<file path="src/rtl/fp_vec_addsub_seq.sv">
// fp_vec_addsub_seq: per-element sequencer feeding an FP32 add/sub FU, with zero/denormal bypass
module fp_vec_addsub_seq #(
    parameter int NUM_ELEMS = 8,
    localparam int IDX_W = $clog2(NUM_ELEMS)
) (
    input  logic             clk,
    input  logic             rst_n,
    input  logic             cmd_valid,
    output logic             cmd_ready,
    input  logic             cmd_subtract,
    input  logic [IDX_W:0]   cmd_vl,
    output logic             rd_en,
    output logic [IDX_W-1:0] rd_idx,
    input  logic [31:0]      rd_a,
    input  logic [31:0]      rd_b,
    output logic [31:0]      fu_a,
    output logic [31:0]      fu_b,
    output logic             fu_subtract,
    input  logic [31:0]      fu_y,
    output logic             wb_valid,
    input  logic             wb_ready,
    output logic [IDX_W-1:0] wb_idx,
    output logic [31:0]      wb_data,
    output logic             busy,
    output logic             done
);
    typedef enum logic [2:0] {IDLE, READ, EXEC, WRITE, DONE} state_t;
    state_t           state;
    logic             sub_q;
    logic [IDX_W:0]   vl_q;
    logic [IDX_W-1:0] idx;
    logic             use_fu;
    logic [31:0]      byp_q;
    logic [IDX_W:0]   vl_in;
    logic             a_zero;
    logic             b_zero;
    logic             last;
    logic [31:0]      b_eff;
    logic [31:0]      byp_d;
    always_comb begin
        vl_in  = cmd_vl > (IDX_W+1)'(NUM_ELEMS) ? (IDX_W+1)'(NUM_ELEMS) : cmd_vl;
        a_zero = rd_a[30:23] == 8'd0;
        b_zero = rd_b[30:23] == 8'd0;
        b_eff  = {rd_b[31] ^ sub_q, rd_b[30:0]};
        byp_d  = a_zero && b_zero ? {rd_a[31] & b_eff[31], 31'b0} : a_zero ? b_eff : rd_a;
        last   = {1'b0, idx} == vl_q - 1'b1;
    end
    // fu operands stay frozen through WRITE, so fu_y is stable while the result is held
    assign wb_data = use_fu ? fu_y : byp_q;
    always_ff @(posedge clk or negedge rst_n) begin
        if (!rst_n) begin
            state       <= IDLE;
            cmd_ready   <= 1'b1;
            busy        <= 1'b0;
            done        <= 1'b0;
            rd_en       <= 1'b0;
            rd_idx      <= '0;
            fu_a        <= '0;
            fu_b        <= '0;
            fu_subtract <= 1'b0;
            wb_valid    <= 1'b0;
            wb_idx      <= '0;
            sub_q       <= 1'b0;
            vl_q        <= '0;
            idx         <= '0;
            use_fu      <= 1'b0;
            byp_q       <= '0;
        end else begin
            done  <= 1'b0;
            rd_en <= 1'b0;
            case (state)
                IDLE: if (cmd_valid) begin
                    sub_q     <= cmd_subtract;
                    vl_q      <= vl_in;
                    idx       <= '0;
                    cmd_ready <= 1'b0;
                    busy      <= 1'b1;
                    state     <= vl_in == '0 ? DONE : READ;
                    done      <= vl_in == '0;
                    rd_en     <= vl_in != '0;
                    rd_idx    <= '0;
                end
                READ: state <= EXEC;
                EXEC: begin
                    fu_a        <= rd_a;
                    fu_b        <= rd_b;
                    fu_subtract <= sub_q;
                    use_fu      <= !a_zero && !b_zero;
                    byp_q       <= byp_d;
                    wb_valid    <= 1'b1;
                    wb_idx      <= idx;
                    state       <= WRITE;
                end
                WRITE: if (wb_ready) begin
                    wb_valid <= 1'b0;
                    state    <= last ? DONE : READ;
                    done     <= last;
                    rd_en    <= !last;
                    rd_idx   <= idx + 1'b1;
                    idx      <= last ? idx : idx + 1'b1;
                end
                DONE: begin
                    state     <= IDLE;
                    cmd_ready <= 1'b1;
                    busy      <= 1'b0;
                end
                default: state <= IDLE;
            endcase
        end
    end
endmodule
</file>
<file path="config.mk">
export PLATFORM = sky130hd
export DESIGN_NAME = fp_vec_addsub_seq
export DESIGN_NICKNAME = d
export VERILOG_FILES = /design/src/rtl/fp_vec_addsub_seq.sv
export SDC_FILE = /design/constraint.sdc
export NUM_CORES = 1
export LEC_CHECK = 0
export CAP_MARGIN = 20
export CORE_MARGIN = 3
export CORE_UTILIZATION = 25
export DETAILED_ROUTE_END_ITERATION = 8
export PLACE_DENSITY = 0.61
export SKIP_CTS_REPAIR_TIMING = 1
export SLEW_MARGIN = 20
export SYNTH_ARGS = -nofsm -noshare
export SYNTH_HDL_FRONTEND = slang
export SYNTH_SLANG_ARGS = --single-unit
</file>
<file path="constraint.sdc">
create_clock -name clk -period 1.8 [get_ports clk]
set_input_delay 0.18 -clock clk [delete_from_list [all_inputs] [get_ports clk]]
set_output_delay 0.18 -clock clk [all_outputs]
set_load 0.02 [all_outputs]
</file>
==> impl_metrics.env, run 1 <==
export IMPL_cts_tree="yes"
export IMPL_setup_viol=0
export IMPL_dpl_cell_area_mm2=0.00818
export IMPL_cts_buffer_depth=2
export IMPL_num_rows=53
export IMPL_synthesis_nets=665
export IMPL_whs_ps=346
export IMPL_preCtsSetupSlack_ps=-561
export IMPL_n_antenna_cell=0
export IMPL_multi_input_area_mm2=0.00228
export IMPL_cap_viol_max_count=0
export IMPL_firstDrtPassIters=4
export IMPL_wl_um=17700
export IMPL_maxSlewViolCount=0
export IMPL_holdCritPathClass="primary input to flop"
export IMPL_num_fill_cells=2062
export IMPL_clockRootBuffer="clkbuf_16"
export IMPL_critPathRequiredTime_ps=1620
export IMPL_hold_viol=0
export IMPL_area_growth_pct=62.4
export IMPL_avgViaCountPerCell=4.45
export IMPL_grt_pass1_vias=5029
export IMPL_finClkSkew_ps=10.3
export IMPL_worstRegToRegCells=4
export IMPL_gr_total_overflow=0
export IMPL_crit_arrival_ps=1570
export IMPL_place_gp_congestion=0.769
export IMPL_coreArea_mm2=0.0212
export IMPL_peakVddDrop_mv=0.818
export IMPL_seqCellArea_mm2=0.00301
export IMPL_synth_cell_types=39
export IMPL_clk_latency_ps=420
export IMPL_ctsHtreeMaxLevel=4
export IMPL_layout_cells_non_filler=1096
export IMPL_finalCriticalPeriod_ps=1750
export IMPL_end_kind="output pin"
export IMPL_hold_start="rd_b[3]"
export IMPL_max_freq_ghz=0.572
export IMPL_pin_count=213
export IMPL_grt_pass1_wl_um=28300
export IMPL_status="complete, no violations"
export IMPL_period_share_pct=97.2
export IMPL_hold_path_end="fu_b[3]"
export IMPL_grt_usage_pct=15.2
export IMPL_vias=4878
export IMPL_worstReg2RegStart="state[2]"
export IMPL_clock_sink_count=120
export IMPL_synthesis_area_mm2=0.00540
export IMPL_dieArea_mm2=0.0234
export IMPL_drtIter0Drc=194
export IMPL_clkTransAtPathRegs_ps=60
export IMPL_final_layout_size_suffix_gt1_share_pct=18.5
export IMPL_wl_per_cell_um=16.1
export IMPL_avgSynthCellArea_um2=9.68
export IMPL_syn_inst=558
export IMPL_fin_nets=915
export IMPL_relSlewSlack_pct=54.2
export IMPL_p_total_w=0.0160
export IMPL_ys_seq_area_share_pct=55.6
export IMPL_worstMarginPinSlew_ps=687
export IMPL_hpwl_um=12700
export IMPL_final_area_mm2=0.00877
export IMPL_rsz0062_at_grt="true"
export IMPL_reg2reg_slack_ps=120
export IMPL_powerDensity_mw_per_mm2=1830
export IMPL_drc=0
export IMPL_cp_start_kind="flop"
export IMPL_p_leak_nw=4.10
export IMPL_cp_max_fo=21
export IMPL_final_antenna_net_count=0
export IMPL_port_buffers=212
export IMPL_synth_ff_latch_count=120
export IMPL_reg2reg_to="idx[1]"
export IMPL_fp_dieH_um=153
export IMPL_crit_type="flop to output pin"
export IMPL_fin_ws_ps=51.0
export IMPL_cts_made_buffers=17
export IMPL_initial_core_util_pct=25.5
export IMPL_ys_warn_count=0
export IMPL_min_path_cells=3
export IMPL_die_x_um=153
export IMPL_dp_cells=1063
export IMPL_grt_max_degree=121
export IMPL_antenna_found_initial=0
## sequential cells by signal, indices dropped and copies added (netlist names)
register / flops
use_fu: 1
wb_valid: 1
vl_q: 4
fu_subtract: 1
rd_idx: 3
done: 1
idx: 3
byp_q: 32
cmd_ready: 1
rd_en: 1
state: 3
sub_q: 1
busy: 1
fu_b: 32
fu_a: 32
wb_idx: 3
## power breakdown
part / total [W] / leakage, nW / internal (W) / switching, W
clock network: 0.00307 / 0.251 / 0.00175 / 0.00131
registers: 0.00480 / 1.44 / 0.00402 / 0.000783
logic: 0.00814 / 2.40 / 0.00379 / 0.00435
total: 0.0160 / 4.10 / 0.00956 / 0.00644
## Yosys cell counts, drive strengths merged
master   number  area, µm²
clkbuf       22       82.6
a2111oi       1       8.76
a211o         1       8.76
nand3         1       5.00
nand2       225        845
xor2          1       8.76
or4           3       26.3
inv           3       11.3
nand2b        6       37.5
xor3          1       23.8
a22o          3       26.3
nand4b        1       8.76
a211oi        3       27.5
o21ai        16       83.8
nor3          2       10.0
a21oi        11       55.1
nor2b         3       18.8
a221oi       23        314
ha            2       25.0
dfrtp       119       2980
or4b          1       10.0
o22ai         3       18.8
dfstp         1       26.3
a32o          1       10.0
or2           1       6.26
nor4          2       12.5
buf           9       68.8
nor2         49        184
a41o          1       10.0
mux2         34        383
a21o          1       7.51
and2          4       25.0
xnor2         4       35.0
## worst max-delay path, stage by stage, from the launching register on
cell and delay, ps:
dfrtp_2 400, buf_12 190, mux2_2 350, dlymetal6s2s_1 210
## layout by cell type, fill, tap and decap left out, types with 11 or more instances in the layout
| master | count |
|---|---|
| a221oi_2 | 18 |
| nor2_1 | 49 |
| nand2_1 | 225 |
| a21oi_1 | 11 |
| dfrtp_1 | 118 |
| mux2_2 | 34 |
| clkdlybuf4s50_1 | 179 |
| buf_4 | 42 |
| dlymetal6s2s_1 | 24 |
| clkbuf_16 | 17 |
## worst max-delay path by stage
| stage | startpoint | to | slack, ps | cells past startpoint |
|---|---|---|---|---|
| 6_report | use_fu | wb_data[7] | 50 | 3 |
| 5_1_grt | use_fu | wb_data[7] | -10 | 3 |
| 4_1_cts | use_fu | wb_data[22] | -330 | 3 |
| 3_5_place_dp | rd_a[23] | byp_q[30] | -560 | 6 |
| 3_3_place_gp | rd_a[23] | byp_q[30] | -490 | 6 |
| 2_1_floorplan | vl_q[0] | idx[1] | 80 | 6 |
## routing by layer
| layer | track usage (%) | part of all wire [%] |
|---|---|---|
| met5 | 0 | 0 |
| met4 | 5.01 | 1.8 |
| met3 | 4.61 | 6.3 |
| met2 | 24.2 | 47 |
| met1 | 19.9 | 44 |
## stage by stage
stage	TNS (ps)	util [%]
floorplan	0	-
CTS	-10340	41.2
global placement	-13170	38.7
global route	-22.6	41.5
detailed placement	-14450	38.7
finish	0	41.5
## kinds of logic (layout without fill, tap and decap cells)
| kind of cell | Yosys count | in the layout | share of synthesized area (%) |
|---|---|---|---|
| buffers and inverters | 34 | 297 | 3.01 |
| and+or+nand+nor | 298 | 298 | 22.0 |
| DFF | 120 | 120 | 55.6 |
| AOI/OAI and AO/OA | 64 | 64 | 10.6 |
| adders and majority gates | 2 | 2 | 0.463 |
| muxes | 34 | 34 | 7.09 |
| xor gates and xnor gates | 6 | 6 | 1.25 |
## final cells by class
cell class	instances	area share, %
clock inverter	15	1.21
inverter	3	0.128
multi-input combinational	404	26.0
sequential	120	34.3
tap	275	3.92
clock buffer	17	4.85
timing repair buffer	262	29.6
Note: power is estimated with default switching activity, not from simulation.
==> run 2, diff against run 1 <==
--- a/config.mk
+++ b/config.mk
@@ -10,6 +10,7 @@
 export CORE_UTILIZATION = 25
 export DETAILED_ROUTE_END_ITERATION = 8
 export PLACE_DENSITY = 0.61
+export SETUP_SLACK_MARGIN = 0.2
 export SKIP_CTS_REPAIR_TIMING = 1
 export SLEW_MARGIN = 20
 export SYNTH_ARGS = -nofsm -noshare
==> run 2 against run 1 <==
  * Final area up 3.9%
  * Combinational power rose by 3.9%
  * Final cell count up 0.46%
  * Wire length rose by 1.9%
  * Sequential share of layout area down 1.3 points
  * Clock skew down 3.3 ps
  * First-iteration DRC count shrank 5.7%
  * Via count unchanged
  * Worst hold slack got worse by 240 ps
  * Clock-buffer cell count is 6 higher
  * Global-route usage shrank 0.61 points
  * Non-clock buffer count is 5 higher
  * Critical path type unchanged
  * Largest cell class unchanged
==> impl_metrics.env, run 2 (same netlist as run 1, synthesis figures left out) <==
export IMPL_holdCritPathClass="primary input to async pin"
export IMPL_cts_buffer_depth=2
export IMPL_grt_max_degree=119
export IMPL_powerDensity_mw_per_mm2=1800
export IMPL_final_common_cell="nand2_1"
export IMPL_rsz0062_at_grt="true"
export IMPL_setup_tns_final_ps=0
export IMPL_busiest_layer="met2"
export IMPL_maxSlewViolCount=0
export IMPL_p_total_w=0.0164
export IMPL_final_cell_mix="224 x nand2_1, 136 x clkdlybuf4s50_1, 117 x dfrtp_1"
export IMPL_relSlewSlack_pct=50.7
export IMPL_critPathSlowestCell="dfrtp_2"
export IMPL_period_share_pct=96.0
export IMPL_peakVddDrop_mv=0.733
export IMPL_crit_chain="buf_12, mux2_2, dlymetal6s2s_1"
export IMPL_largestRegisters="byp_q (32), fu_a (32), fu_b (32)"
export IMPL_avgViaCountPerCell=4.43
export IMPL_area_growth_pct=68.7
export IMPL_grt_pass1_wl_um=27500
export IMPL_final_layout_size_suffix_gt1_share_pct=21.1
export IMPL_port_buffers=212
export IMPL_max_stage_delay_ps=400
export IMPL_coreArea_mm2=0.0212
export IMPL_initial_core_util_pct=25.5
export IMPL_clk_latency_ps=400
export IMPL_gr_total_overflow=0
export IMPL_worstMarginPinSlew_ps=740
export IMPL_ctsHtreeMaxLevel=4
export IMPL_crit_type="flop to output pin"
export IMPL_fp_dieH_um=153
export IMPL_wl_per_cell_um=16.3
export IMPL_pin_count=213
export IMPL_place_gp_congestion=0.746
export IMPL_grtUsageMet3_pct=4.87
export IMPL_grt_met1_usage_pct=18.9
export IMPL_max_freq_ghz=0.579
export IMPL_grt_usage_pct=14.6
export IMPL_critical_path_top_delay_family="flip-flops"
export IMPL_hpwl_um=12300
export IMPL_final_util_pct=43.1
export IMPL_crit_arrival_ps=1550
export IMPL_clkTransAtPathRegs_ps=50
export IMPL_status="complete, no violations"
export IMPL_clock_sink_count=120
export IMPL_hold_viol=0
export IMPL_cap_viol_max_count=0
export IMPL_final_antenna_net_count=0
export IMPL_finClkSkew_ps=7.06
export IMPL_cts_made_buffers=17
export IMPL_cts_tree="yes"
export IMPL_fin_nets=920
export IMPL_p_leak_nw=4.68
export IMPL_fin_ws_ps=72.0
export IMPL_dieArea_mm2=0.0234
export IMPL_cp_max_fo=21
export IMPL_vias=4878
export IMPL_drc=0
export IMPL_path_buf_inv=2
export IMPL_wl_um=18000
export IMPL_clockRootBuffer="clkbuf_16"
export IMPL_end_kind="output pin"
export IMPL_antenna_found_initial=0
export IMPL_finalCriticalPeriod_ps=1730
export IMPL_preCtsSetupSlack_ps=-447
export IMPL_num_rows=53
export IMPL_n_antenna_cell=0
export IMPL_cp_start_kind="flop"
export IMPL_drtIter0Drc=183
export IMPL_die_x_um=153
export IMPL_grt_util_met2_pct=23.9
export IMPL_grt_pass1_vias=5001
export IMPL_firstDrtPassIters=4
export IMPL_setup_viol=0
export IMPL_critPathRequiredTime_ps=1620
run 2: cell types whose count changed in the layout (fill, tap and decap cells not counted), sizes merged:
cell | before | now
clkinv | 8 | 6
clkdlybuf4s50 | 179 | 136
dlymetal6s2s | 24 | 65
bufinv | 0 | 1
clkinvlp | 5 | 2
inv | 5 | 3
clkbuf | 25 | 36
buf | 50 | 52
run 2: through the flow:
step	hold slack [ps]	area, µm²	cells
final	107	9110	1101
after global routing	89.0	9110	1101
after CTS	-460	8730	1090
after detailed placement	-21.7	8180	1058
after global placement	-21.1	8180	1058
after floorplan	-116	5430	558
run 2: final timing paths:
check / start / cells after the start / end / slack (ps)
setup / recovery: use_fu / 3 / wb_data[0] / 70
hold / removal: rst_n / 2 / fu_a[30] / 110
setup reg to reg: idx[2] / 4 / idx[1] / 120
hold reg to reg: fu_b[26] / 2 / fu_b[26] / 470
max in group asynchronous: rst_n / 3 / use_fu / 750
min in group clk: rd_a[30] / 3 / fu_a[30] / 110
run 2: area by class of cell:
type	instances	area, µm²
fillers	2055	12000
flip-flops and latches	120	3010
repair buffers	267	2820
multi-input cells	404	2380
clock buffers	23	468
well taps	275	344
clock inverters	9	75.1
inverters	3	11.3
run 2: per-layer routing:
layer | share of wire, % | up-vias
met5 | 0 | -
met4 | 0.78 | 0
met3 | 5.8 | 10
met2 | 49 | 152
met1 | 45 | 2351
li1 | - | 2365
run 2: where the power goes:
group | internal [W] | total (W) | switching (W)
registers | 0.00402 | 0.00481 | 0.000796
logic | 0.00398 | 0.00846 | 0.00448
clock network | 0.00196 | 0.00317 | 0.00121
==> run 3, diff against run 2 <==
--- a/config.mk
+++ b/config.mk
@@ -7,9 +7,9 @@
 export LEC_CHECK = 0
 export CAP_MARGIN = 20
 export CORE_MARGIN = 3
-export CORE_UTILIZATION = 25
+export CORE_UTILIZATION = 30
 export DETAILED_ROUTE_END_ITERATION = 8
-export PLACE_DENSITY = 0.61
+export PLACE_DENSITY = 0.69
 export SETUP_SLACK_MARGIN = 0.2
 export SKIP_CTS_REPAIR_TIMING = 1
 export SLEW_MARGIN = 20
==> run 3 against run 2 <==
  * Wire length is 4.1% higher
  * Final cell count is 3.6% lower
  * Clock-buffer cell count is 4 lower
  * First-iteration DRC count is 16% higher
  * Critical path depth is 1 higher
  * Setup slack worse by 8.8 ps
  * Sequential power hardly changed
  * Maximum frequency is 0.51% lower
  * Largest cell class is now non-clock buffers
  * Total power is 7.9% higher
  * Non-clock buffer count is 10 higher
  * Combinational power is 14% higher
==> impl_metrics.env, run 3 (same netlist as run 1, synthesis figures left out) <==
export IMPL_fp_dieH_um=140
export IMPL_coreArea_mm2=0.0175
export IMPL_cp_max_fo=6
export IMPL_crit_chain="buf_12, buf_12, mux2_4, buf_6"
export IMPL_finalCriticalPeriod_ps=1740
export IMPL_firstDrtPassIters=4
export IMPL_final_layout_size_suffix_gt1_share_pct=25.0
export IMPL_hold_viol=0
export IMPL_final_common_cell="nand2_1"
export IMPL_wl_per_cell_um=17.7
export IMPL_avgViaCountPerCell=4.78
export IMPL_clk_latency_ps=410
export IMPL_crit_arrival_ps=1560
export IMPL_largestRegisters="byp_q (32), fu_a (32), fu_b (32)"
export IMPL_p_leak_nw=4.81
export IMPL_grt_max_degree=59
export IMPL_cts_tree="yes"
export IMPL_vias=5071
export IMPL_powerDensity_mw_per_mm2=1890
export IMPL_antenna_found_initial=0
export IMPL_setup_viol=0
export IMPL_final_cell_mix="224 x nand2_1, 127 x clkdlybuf4s50_1, 116 x dfrtp_1"
export IMPL_gr_total_overflow=0
export IMPL_setup_tns_final_ps=0
export IMPL_layout_cells_non_filler=1061
export IMPL_status="complete, no violations"
export IMPL_port_buffers=212
export IMPL_ctsHtreeMaxLevel=4
export IMPL_critical_path_top_delay_family="buffers and inverters"
export IMPL_grt_pass1_wl_um=26400
export IMPL_crit_cells=4
export IMPL_path_buf_inv=3
export IMPL_max_stage_delay_ps=420
export IMPL_end_kind="output pin"
export IMPL_finClkSkew_ps=6.15
export IMPL_fin_nets=931
export IMPL_p_comb_share_pct=54.2
export IMPL_drtIter0Drc=212
export IMPL_rsz0062_at_grt="true"
export IMPL_wl_um=18700
export IMPL_worstRegToRegCells=4
export IMPL_relSlewSlack_pct=78.4
export IMPL_area_growth_pct=74.1
export IMPL_worstMarginPinSlew_ps=323
export IMPL_power_switching_w=0.00692
export IMPL_place_gp_congestion=0.767
export IMPL_crit_type="flop to output pin"
export IMPL_critPathRequiredTime_ps=1620
export IMPL_critPathSlowestCell="dfrtp_2"
export IMPL_dieArea_mm2=0.0197
export IMPL_crit_path_end="wb_data[28]"
export IMPL_whs_ps=119
export IMPL_final_area_mm2=0.00940
export IMPL_num_rows=48
export IMPL_peakVddDrop_mv=0.879
export IMPL_grt_pass1_vias=4892
export IMPL_holdCritPathClass="primary input to flop"
export IMPL_clkTransAtPathRegs_ps=60
export IMPL_reg2reg_to="idx[1]"
export IMPL_p_int_w=0.0108
export IMPL_initial_core_util_pct=30.9
export IMPL_maxSlewViolCount=0
export IMPL_clock_sink_count=120
export IMPL_n_antenna_cell=0
export IMPL_path_common_cell="buf_12"
export IMPL_clockRootBuffer="clkbuf_16"
export IMPL_dpl_cell_area_mm2=0.00811
export IMPL_worstReg2RegStart="state[2]"
export IMPL_drc=0
export IMPL_clkPwrFrac_pct=18.7
export IMPL_cts_made_buffers=17
export IMPL_pin_count=213
export IMPL_cp_start_kind="flop"
export IMPL_dp_cells=1002
export IMPL_p_total_w=0.0177
export IMPL_num_fill_cells=1581
export IMPL_cap_viol_max_count=0
export IMPL_cp_startpoint="use_fu"
export IMPL_grt_usage_pct=16.8
export IMPL_max_freq_ghz=0.576
export IMPL_sw_frac_of_total_pct=39.0
export IMPL_hpwl_um=11800
export IMPL_final_antenna_net_count=0
export IMPL_reg2reg_slack_ps=160
export IMPL_seqPwrFrac_pct=27.2
export IMPL_die_x_um=140
export IMPL_cts_buffer_depth=2
export IMPL_period_share_pct=96.5
-- run 3: cell count changes in the layout (fill, tap and decap cells not counted), moves of 3 or more --
cell,previous run,this run
mux2_4,0,5
clkbuf_16,20,26
buf_12,9,12
dlymetal6s2s_1,65,52
clkbuf_2,10,3
buf_4,40,34
clkdlybuf4s50_1,136,127
buf_2,0,3
clkbuf_1,4,1
o21ai_0,12,8
o21ai_1,2,7
mux2_2,34,29
buf_6,3,34
-- run 3: metrics by stage --
stage	utilization, %	setup WS, ps
after floorplan	-	144
after global placement	46.4	-390
after detailed placement	46.4	-429
after CTS	49.7	-349
after global routing	53.8	22.1
final	53.8	63.1
-- run 3: layer usage --
metal / share of wire (%) / routed length, µm / vias to the layer above / global-route usage (%)
li1: - / - / 2392 / -
met1: 43 / 8020 / 2480 / 21.2
met2: 48 / 9040 / 179 / 27.5
met3: 7.4 / 1390 / 20 / 5.53
met4: 1.5 / 285 / 0 / 5.25
met5: 0 / 0 / - / 0
-- run 3: power groups by stage --
stage               logic [W]  registers (W)  clock network (W)
global route           0.0103        0.00497            0.00352
CTS                   0.00833        0.00484            0.00338
global placement      0.00818        0.00483                  0
finish                0.00961        0.00482            0.00331
detailed placement    0.00830        0.00485                  0
floorplan             0.00349        0.00566                  0
-- run 3: how the worst min path moves through the flow --
stage / slack (ps) / cells after the start / endpoint / startpoint
final: 120 / 4 / fu_a[26] / rd_a[26]
after global routing: 120 / 4 / fu_a[25] / rd_a[25]
after CTS: -430 / 1 / fu_a[29] / rst_n
after detailed placement: 20 / 1 / fu_a[29] / rst_n
after global placement: 20 / 1 / fu_a[29] / rst_n
after floorplan: -120 / 0 / busy / rst_n
-- run 3: final cells by class --
| class | count | area (µm²) | share of cell area, % |
|---|---|---|---|
| timing repair buffer | 277 | 3120 | 33.2 |
| sequential | 120 | 3010 | 32.0 |
| multi-input combinational | 405 | 2410 | 25.6 |
| clock buffer | 19 | 443 | 4.71 |
| tap | 225 | 282 | 2.99 |
| clock inverter | 12 | 128 | 1.36 |
| inverter | 3 | 11.3 | 0.120 |
-- run 3: tightest hold or removal path: stages --
cell            delay [ps]
dlymetal6s2s_1         100
buf_4                  120
nand2_1                 40
nand2_1                 50
